**src/rtl/if_id_buffer.sv**
```systemverilog
// IF/ID pipeline buffer: registers the fetch bundle, merges an instruction with its
// trailing 16-bit immediate into one decode packet, and emits bubbles on flush or partial.
module if_id_buffer #(
  parameter int          CNT_W     = 16,
  parameter logic [15:0] NOP_INSTR = 16'h0000
) (
  input  logic             Clk,
  input  logic             Rst,
  input  logic [63:0]      In,
  input  logic             Stall,
  input  logic             Flush,
  output logic [80:0]      Out,
  output logic             Busy,
  output logic [CNT_W-1:0] PktCount
);

  // Handshake: no valid/ready. Out[80] marks a packet for exactly the cycle it is
  // registered; Stall freezes everything, so decode may re-read Out while stalled.
  typedef enum logic {
    S_IDLE     = 1'b0,
    S_WAIT_IMM = 1'b1
  } state_t;

  state_t           r_state;
  logic [15:0]      r_hold_instr;
  logic [15:0]      r_hold_aux;
  logic [80:0]      r_out;
  logic [CNT_W-1:0] r_cnt;

  logic [15:0] w_word;
  logic [31:0] w_pc_next;
  logic [15:0] w_aux;
  logic [80:0] w_bubble;

  assign w_word    = In[15:0];
  assign w_pc_next = In[47:16];
  assign w_aux     = In[63:48];
  assign w_bubble  = {1'b0, NOP_INSTR, 64'h0};

  always_ff @(posedge Clk) begin
    if (Rst) begin
      r_state      <= S_IDLE;
      r_out        <= w_bubble;
      r_hold_instr <= 16'h0;
      r_hold_aux   <= 16'h0;
      r_cnt        <= '0;
    end else if (Flush) begin
      // A held first word is dropped; the packet count is left alone.
      r_state      <= S_IDLE;
      r_out        <= w_bubble;
      r_hold_instr <= 16'h0;
      r_hold_aux   <= 16'h0;
    end else if (!Stall) begin
      case (r_state)
        S_IDLE: begin
          if (w_word[15]) begin
            r_hold_instr <= w_word;
            r_hold_aux   <= w_aux;
            r_out        <= w_bubble;
            r_state      <= S_WAIT_IMM;
          end else begin
            r_out <= {1'b1, w_word, 16'h0, w_pc_next, w_aux};
            r_cnt <= r_cnt + CNT_W'(1);
          end
        end
        S_WAIT_IMM: begin
          // The incoming word is the immediate, regardless of its bit 15.
          r_out   <= {1'b1, r_hold_instr, w_word, w_pc_next, r_hold_aux};
          r_cnt   <= r_cnt + CNT_W'(1);
          r_state <= S_IDLE;
        end
        default: r_state <= S_IDLE;
      endcase
    end
  end

  assign Out      = r_out;
  assign Busy     = (r_state == S_WAIT_IMM);
  assign PktCount = r_cnt;

endmodule
```
**config.mk**
```make
export PLATFORM = sky130hd
export DESIGN_NAME = if_id_buffer
export DESIGN_NICKNAME = d
export VERILOG_FILES = /design/src/rtl/if_id_buffer.sv
export SDC_FILE = /design/constraint.sdc
export NUM_CORES = 1
export LEC_CHECK = 0
export ABC_AREA = 1
export BUFFER_PORTS_ARGS = -buffer_cell sky130_fd_sc_hd__clkbuf_2
export CORE_ASPECT_RATIO = 1.4
export CORE_MARGIN = 3
export CORE_UTILIZATION = 30
export CTS_BUF_LIST = sky130_fd_sc_hd__clkbuf_8
export DETAILED_ROUTE_END_ITERATION = 16
export PLACE_DENSITY_LB_ADDON = 0.3
export SYNTH_ARGS = -nofsm -noshare
export SYNTH_HDL_FRONTEND = slang
export SYNTH_SLANG_ARGS = --single-unit
```
**constraint.sdc**
```tcl
create_clock -name Clk -period 2.1 [get_ports Clk]
set_input_delay 0.63 -clock Clk [delete_from_list [all_inputs] [get_ports Clk]]
set_output_delay 0.63 -clock Clk [all_outputs]
set_load 0.01 [all_outputs]
```
==> metrics.txt, run 1 <==
# TYPE chip_impl_metric gauge
chip_impl_info{name="critical_path.endpoint_type",value="primary output"} 1
chip_impl_info{name="critical_path.top_delay_family",value="flip-flops"} 1
chip_impl_metric{name="avgRoutedWirePerCell",unit="µm"} 12.78
chip_impl_metric{name="required_worst_endpoint",unit="ps"} 1470
chip_impl_metric{name="total_power",unit="µW"} 5160
chip_impl_metric{name="layout.filler_cells",unit=""} 1691
chip_impl_info{name="crit_chain",value="clkbuf_2"} 1
chip_impl_metric{name="drv_cap",unit=""} 0
chip_impl_metric{name="portBuffers",unit=""} 165
chip_impl_metric{name="timing.clock.skew",unit="ps"} 7.879
chip_impl_metric{name="boundaryPins",unit=""} 166
chip_impl_metric{name="power.density",unit="mW/mm²"} 799.0
chip_impl_metric{name="antenna_violating_nets_post_route",unit=""} 0
chip_impl_metric{name="post_synth_and_or_nand_nor_area_fraction",unit="%"} 20.13
chip_impl_metric{name="synth-seq-area-share",unit="%"} 51.69
chip_impl_metric{name="tritoncts_num_sinks",unit=""} 130
chip_impl_metric{name="fp-row-count",unit=""} 55
chip_impl_metric{name="timing_hold_violations_final",unit=""} 0
chip_impl_metric{name="routabilityCongestion",unit=""} 0.8848
chip_impl_metric{name="leakage_power",unit="µW"} 0.002700
chip_impl_metric{name="compound_cell_area_share_of_the_yosys_netlist",unit="%"} 20.18
chip_impl_metric{name="r2r_cells",unit=""} 4
chip_impl_metric{name="totalWireLength",unit="µm"} 13120
chip_impl_metric{name="slowest_delay",unit="ps"} 540
chip_impl_metric{name="post_synth_instance_area",unit="mm²"} 0.005035
chip_impl_metric{name="multi_input_comb_area",unit="mm²"} 0.002042
chip_impl_metric{name="synth_fa_ha_area_share",unit="%"} 0.2485
chip_impl_metric{name="grt_usage",unit="%"} 14.58
chip_impl_metric{name="first_pass_iters",unit=""} 4
chip_impl_info{name="path_class",value="register to primary output"} 1
chip_impl_metric{name="core",unit="mm²"} 0.01631
chip_impl_metric{name="layout_min_cycle_time",unit="ps"} 1824
chip_impl_metric{name="floorplan.die.height",unit="µm"} 159.3
chip_impl_info{name="cts.root.buffer_cell",value="clkbuf_8"} 1
chip_impl_metric{name="drt-initial-drc-count",unit=""} 368
chip_impl_metric{name="via_count",unit=""} 4641
chip_impl_metric{name="dpl-instance-area",unit="mm²"} 0.006052
chip_impl_metric{name="die_area",unit="mm²"} 0.01840
chip_impl_metric{name="clock_tree.htree_level_count",unit=""} 4
chip_impl_metric{name="syn-num-nets",unit=""} 728
chip_impl_metric{name="floorplan.die.width",unit="µm"} 115.5
chip_impl_metric{name="cts.path.max_buffers",unit=""} 2
chip_impl_metric{name="synth-warning-count",unit=""} 0
chip_impl_metric{name="drc",unit=""} 0
chip_impl_metric{name="arrival_worst_endpoint",unit="ps"} 1190
chip_impl_metric{name="overflow",unit=""} 0
chip_impl_metric{name="timing.final.max_slew_violations",unit=""} 0
chip_impl_metric{name="critical_path_cell_count",unit=""} 1
chip_impl_metric{name="netlist_instances",unit=""} 659
chip_impl_metric{name="post-cts-setup-buffer-count",unit=""} 0
chip_impl_metric{name="final-seq-area",unit="mm²"} 0.002604
chip_impl_info{name="synth_area_leaders",value="dfxtp_1, nand2_1, a21oi_1"} 1
chip_impl_metric{name="non_filler_cell_area_final",unit="mm²"} 0.006459
chip_impl_info{name="synth_top_family_by_area",value="compound AO/OA/AOI/OAI gates"} 1
chip_impl_info{name="hold_path_class",value="input port to register"} 1
chip_impl_metric{name="vdd_ir_drop_max",unit="V"} 0.0005020
chip_impl_metric{name="yosys.area.top_type_share",unit="%"} 51.69
chip_impl_metric{name="critical_path.n_buffers_inverters",unit=""} 1
chip_impl_metric{name="synthArstFlopShare",unit="%"} 0
chip_impl_metric{name="holdPathStages",unit=""} 3
chip_impl_info{name="synthFlopType",value="dfxtp_1"} 1
chip_impl_metric{name="layout.nets",unit=""} 883
chip_impl_metric{name="grt_pass1_vias",unit=""} 4287
chip_impl_metric{name="synth.distinct_cells",unit=""} 25
chip_impl_metric{name="tightest_slew",unit="ps"} 718.8
chip_impl_info{name="slowest_library_cell_on_the_worst_path",value="dfxtp_2"} 1
chip_impl_metric{name="number_of_synthesized_flops_with_an_enable_pin",unit=""} 0
chip_impl_metric{name="area.growth.synth_to_final",unit="%"} 28.28
chip_impl_metric{name="dp_slack",unit="ps"} 314.2
chip_impl_metric{name="synth.area.mux_share",unit="%"} 0
chip_impl_metric{name="xor_xnor_fraction_of_synth_area",unit="%"} 0
chip_impl_metric{name="setup_slack",unit="ps"} 275.7
chip_impl_metric{name="drt-vias-per-instance",unit=""} 4.519
chip_impl_metric{name="cts.clk_slew.worst_paths",unit="ps"} 80
chip_impl_metric{name="layout_cell_share_with_drive_strength_beyond_1",unit="%"} 26.60
chip_impl_metric{name="holdBufCountCts",unit=""} 0
chip_impl_metric{name="slew_headroom",unit="%"} 52.03
chip_impl_metric{name="cts_repair_resize_count",unit=""} 0
chip_impl_metric{name="maximum_number_of_pins_on_one_net_before_global_route_repair",unit=""} 47
chip_impl_info{name="yosysTopAreaCell",value="dfxtp_1"} 1
chip_impl_metric{name="setup_viol_count_final",unit=""} 0
chip_impl_metric{name="hpwl_reported_at_the_end_of_detailed_placement",unit="µm"} 9371
chip_impl_metric{name="grt_pass1_wl",unit="µm"} 21490
chip_impl_metric{name="synth_seq_cells",unit=""} 130
chip_impl_metric{name="synth_area_per_cell",unit="µm²"} 7.640
chip_impl_metric{name="setup_tns",unit="ps"} 0
chip_impl_info{name="run_status",value="completed"} 1
chip_impl_metric{name="initial_core_util",unit="%"} 30.87
chip_impl_metric{name="cp_max_fo",unit=""} 19
chip_impl_info{name="setup_crit_start_kind",value="register"} 1
chip_impl_info{name="tritoncts",value="done"} 1
chip_impl_metric{name="final_period_util",unit="%"} 86.87
chip_impl_metric{name="fmax",unit="MHz"} 548.2
chip_impl_info{name="rsz0062_at_grt",value="false"} 1
chip_impl_metric{name="antenna_found_initial",unit=""} 1
chip_impl_metric{name="worstSkewPairLatency",unit="ps"} 440
chip_impl_metric{name="tritoncts.num_buffers",unit=""} 17
## placed cells by master, fill, tap and decap left out, drive strengths merged
cell type / n
nand2: 168
clkinv: 11
ha: 1
clkbuf: 182
bufinv: 3
o21ai: 63
a211oi: 32
inv: 52
nor2: 59
dfxtp: 130
a21oi: 92
diode: 1
nand3: 13
buf: 13
nor3: 6
nand4: 2
## routing by layer
layer,GRT usage (%),wire length [µm]
met1,17.52,5696
met2,23.26,6121
met3,6.122,1128
met4,5.019,173
met5,0,0
## registers in the layout (all words and copies together), names as in the netlist
name	cells
Busy	1
Out	81
PktCount	16
r_hold_aux	16
r_hold_instr	16
## cell families after synthesis
family,Yosys count
AOI/OAI and AO/OA,187
buffers and inverters,93
adders and majority gates,1
DFF,130
and+or+nand+nor,248
## synth_stat cells, types with 6 or more instances
cell and instances:
a211oi_1 32, a21oi_1 92, buf_2 8, buf_4 7, clkbuf_1 26, dfxtp_1 130
inv_1 46, nand2_1 167, nand3_1 11, nor2_1 55, nor3_1 6, o21ai_0 61
## through the flow
step           hold WS [ps]  cells  util, %
5_1_grt               372.2   1027    39.60
6_report              407.4   1027    39.60
2_1_floorplan         428.6    659        -
3_5_place_dp          441.0    994    37.11
4_1_cts               369.7   1026    39.59
3_3_place_gp          436.0    994    37.11
## cell type report
| type | count | share of cell area, % |
|---|---|---|
| Antenna cell | 1 | 0.03874 |
| Clock buffer | 17 | 3.623 |
| Clock inverter | 15 | 2.635 |
| Inverter | 51 | 3.041 |
| Multi-Input combinational cell | 436 | 31.62 |
| Sequential cell | 130 | 40.31 |
| Tap cell | 199 | 3.855 |
| Timing Repair Buffer | 178 | 14.88 |
## path summary, 6_finish.rpt
check,slack [ps],from,end
max reg2reg,550,Busy$_SDFFE_PP0N_,Out[50]$_SDFFE_PP0N_
min,410,In[44],Out[44]$_SDFFE_PP0N_
min reg2reg,450,r_hold_instr[4]$_SDFFE_PP0P_,r_hold_instr[4]$_SDFFE_PP0P_
max,280,Busy$_SDFFE_PP0N_,Busy
## power by group
| part | switching [µW] | leakage, µW | internal [µW] |
|---|---|---|---|
| Clock | 998 | 0.000216 | 1170 |
| Sequential | 32.4 | 0.00106 | 2530 |
| Combinational | 269 | 0.00143 | 167 |
| Total | 1300 | 0.00270 | 3860 |
No activity file was read; power rests on OpenSTA's default activity.
==> inputs of run 2 (changes only) <==
CORE_ASPECT_RATIO = 1.1   (was 1.4)
==> metrics.txt, run 2 (same netlist as run 1, synthesis figures left out) <==
# TYPE chip_impl_metric gauge
chip_impl_metric{name="floorplan.die.width",unit="µm"} 129.5
chip_impl_metric{name="overflow",unit=""} 0
chip_impl_metric{name="drt-initial-drc-count",unit=""} 241
chip_impl_metric{name="first_pass_iters",unit=""} 4
chip_impl_metric{name="vdd_ir_drop_max",unit="V"} 0.0003228
chip_impl_metric{name="grt_pass1_vias",unit=""} 4302
chip_impl_metric{name="post-cts-setup-buffer-count",unit=""} 0
chip_impl_metric{name="arrival_worst_endpoint",unit="ps"} 1040
chip_impl_metric{name="layout.nets",unit=""} 882
chip_impl_info{name="critical_path.endpoint_type",value="primary output"} 1
chip_impl_metric{name="tritoncts_num_sinks",unit=""} 130
chip_impl_metric{name="largest_register_ff_count",unit=""} 81
chip_impl_metric{name="via_count",unit=""} 4645
chip_impl_info{name="global_route.peak_usage_layer",value="met2"} 1
chip_impl_metric{name="clock_tree.htree_level_count",unit=""} 4
chip_impl_info{name="setup_crit_start_kind",value="register"} 1
chip_impl_metric{name="timing_hold_violations_final",unit=""} 0
chip_impl_metric{name="die_area",unit="mm²"} 0.01838
chip_impl_metric{name="slew_headroom",unit="%"} 53.68
chip_impl_info{name="rsz0062_at_grt",value="false"} 1
chip_impl_metric{name="totalWireLength",unit="µm"} 13450
chip_impl_metric{name="hpwl_reported_at_the_end_of_detailed_placement",unit="µm"} 9450
chip_impl_metric{name="avgRoutedWirePerCell",unit="µm"} 13.05
chip_impl_metric{name="grtUsageMet2",unit="%"} 23.94
chip_impl_metric{name="routabilityCongestion",unit=""} 0.7481
chip_impl_metric{name="slowest_delay",unit="ps"} 440
chip_impl_metric{name="antenna_violating_nets_post_route",unit=""} 0
chip_impl_metric{name="grt_pass1_wl",unit="µm"} 21850
chip_impl_metric{name="final_core_utilization",unit="%"} 39.14
chip_impl_metric{name="layout_min_cycle_time",unit="ps"} 1666
chip_impl_metric{name="cts.path.max_buffers",unit=""} 2
chip_impl_info{name="cts.root.buffer_cell",value="clkbuf_8"} 1
chip_impl_metric{name="power.density",unit="mW/mm²"} 791.0
chip_impl_metric{name="tightest_slew",unit="ps"} 694.1
chip_impl_info{name="final_common_cell",value="nand2_1"} 1
chip_impl_metric{name="drc",unit=""} 0
chip_impl_metric{name="portBuffers",unit=""} 165
chip_impl_info{name="crit_chain",value="clkbuf_2"} 1
chip_impl_metric{name="timing.final.max_slew_violations",unit=""} 0
chip_impl_metric{name="worstSkewPairLatency",unit="ps"} 440
chip_impl_metric{name="antenna_found_initial",unit=""} 1
chip_impl_metric{name="maximum_number_of_pins_on_one_net_before_global_route_repair",unit=""} 52
chip_impl_metric{name="core",unit="mm²"} 0.01643
chip_impl_info{name="hold_path_class",value="input port to register"} 1
chip_impl_info{name="slowest_library_cell_on_the_worst_path",value="dfxtp_1"} 1
chip_impl_metric{name="tritoncts.num_buffers",unit=""} 17
chip_impl_metric{name="initial_core_util",unit="%"} 30.64
chip_impl_metric{name="critical_path.n_buffers_inverters",unit=""} 1
chip_impl_metric{name="fmax",unit="MHz"} 600.4
chip_impl_info{name="run_status",value="completed"} 1
chip_impl_metric{name="boundaryPins",unit=""} 166
chip_impl_info{name="tritoncts",value="done"} 1
chip_impl_metric{name="fp-row-count",unit=""} 49
chip_impl_metric{name="timing.clock.skew",unit="ps"} 10.90
chip_impl_metric{name="grt_util_met3",unit="%"} 5.384
chip_impl_metric{name="leakage_power",unit="µW"} 0.002672
chip_impl_metric{name="final_period_util",unit="%"} 79.31
chip_impl_metric{name="required_worst_endpoint",unit="ps"} 1470
chip_impl_metric{name="holdBufCountCts",unit=""} 0
chip_impl_metric{name="grt_util_met1",unit="%"} 18.64
chip_impl_info{name="commonest_non_fill_non_tap_cells_in_the_layout",value="nand2_1, clkbuf_2, dfxtp_1, a21oi_1, o21ai_0"} 1
chip_impl_metric{name="grt_usage",unit="%"} 15.03
chip_impl_metric{name="floorplan.die.height",unit="µm"} 141.9
chip_impl_metric{name="area.growth.synth_to_final",unit="%"} 27.73
chip_impl_metric{name="drv_cap",unit=""} 0
chip_impl_metric{name="cp_max_fo",unit=""} 6
chip_impl_metric{name="cts.clk_slew.worst_paths",unit="ps"} 80
chip_impl_metric{name="drt-vias-per-instance",unit=""} 4.505
chip_impl_info{name="path_class",value="register to primary output"} 1
chip_impl_metric{name="setup_viol_count_final",unit=""} 0
chip_impl_metric{name="cts_repair_resize_count",unit=""} 0
chip_impl_info{name="critical_path.top_delay_family",value="flip-flops"} 1
chip_impl_metric{name="setup_tns",unit="ps"} 0
chip_impl_metric{name="layout_cell_share_with_drive_strength_beyond_1",unit="%"} 26.63
==> run 2: metal layers <==
metal	share of wire (%)	routed length, µm
met5	0	0
met4	1.4	191
met3	6.5	868
met2	46	6236
met1	46	6157
==> run 2: worst paths after layout <==
kind	start	end	slack [ps]	cells past startpoint
min reg2reg	r_hold_instr[6]$_SDFFE_PP0P_	r_hold_instr[6]$_SDFFE_PP0P_	450	2
max	PktCount[9]$_SDFFE_PP0P_	PktCount[9]	430	1
max reg2reg	PktCount[1]$_SDFFE_PP0P_	PktCount[12]$_SDFFE_PP0P_	670	8
min	In[34]	Out[34]$_SDFFE_PP0N_	410	3
==> run 2: report_power, final <==
| part | internal (µW) | total, µW | leakage (µW) | switching (µW) |
|---|---|---|---|---|
| registers | 2530 | 2560 | 0.00106 | 30.7 |
| clock network | 1070 | 2090 | 0.000197 | 1020 |
| logic | 163 | 440 | 0.00142 | 277 |
| total | 3760 | 5090 | 0.00267 | 1330 |
==> run 2: layout make-up <==
class                           instances  area [µm²]
Antenna cell                            1       2.502
Clock buffer                           21       289.0
Clock inverter                         11       101.3
Fill cell                            1765       10000
Inverter                               51       196.4
Multi-Input combinational cell        436        2042
Sequential cell                       130        2604
Tap cell                              204       255.2
Timing Repair Buffer                  177       940.9
==> run 2: through the flow <==
step,worst slack [ps],std cells,total power (µW),cell area [µm²],hold slack (ps)
2_1_floorplan,621.8,659,2871,5035,428.6
3_3_place_gp,325.8,998,3063,6038,437.6
3_5_place_dp,278.7,998,3066,6038,444.1
4_1_cts,384.5,1030,5178,6429,376.3
5_1_grt,356.5,1031,5357,6431,379.2
6_report,434.5,1031,5087,6431,412.0
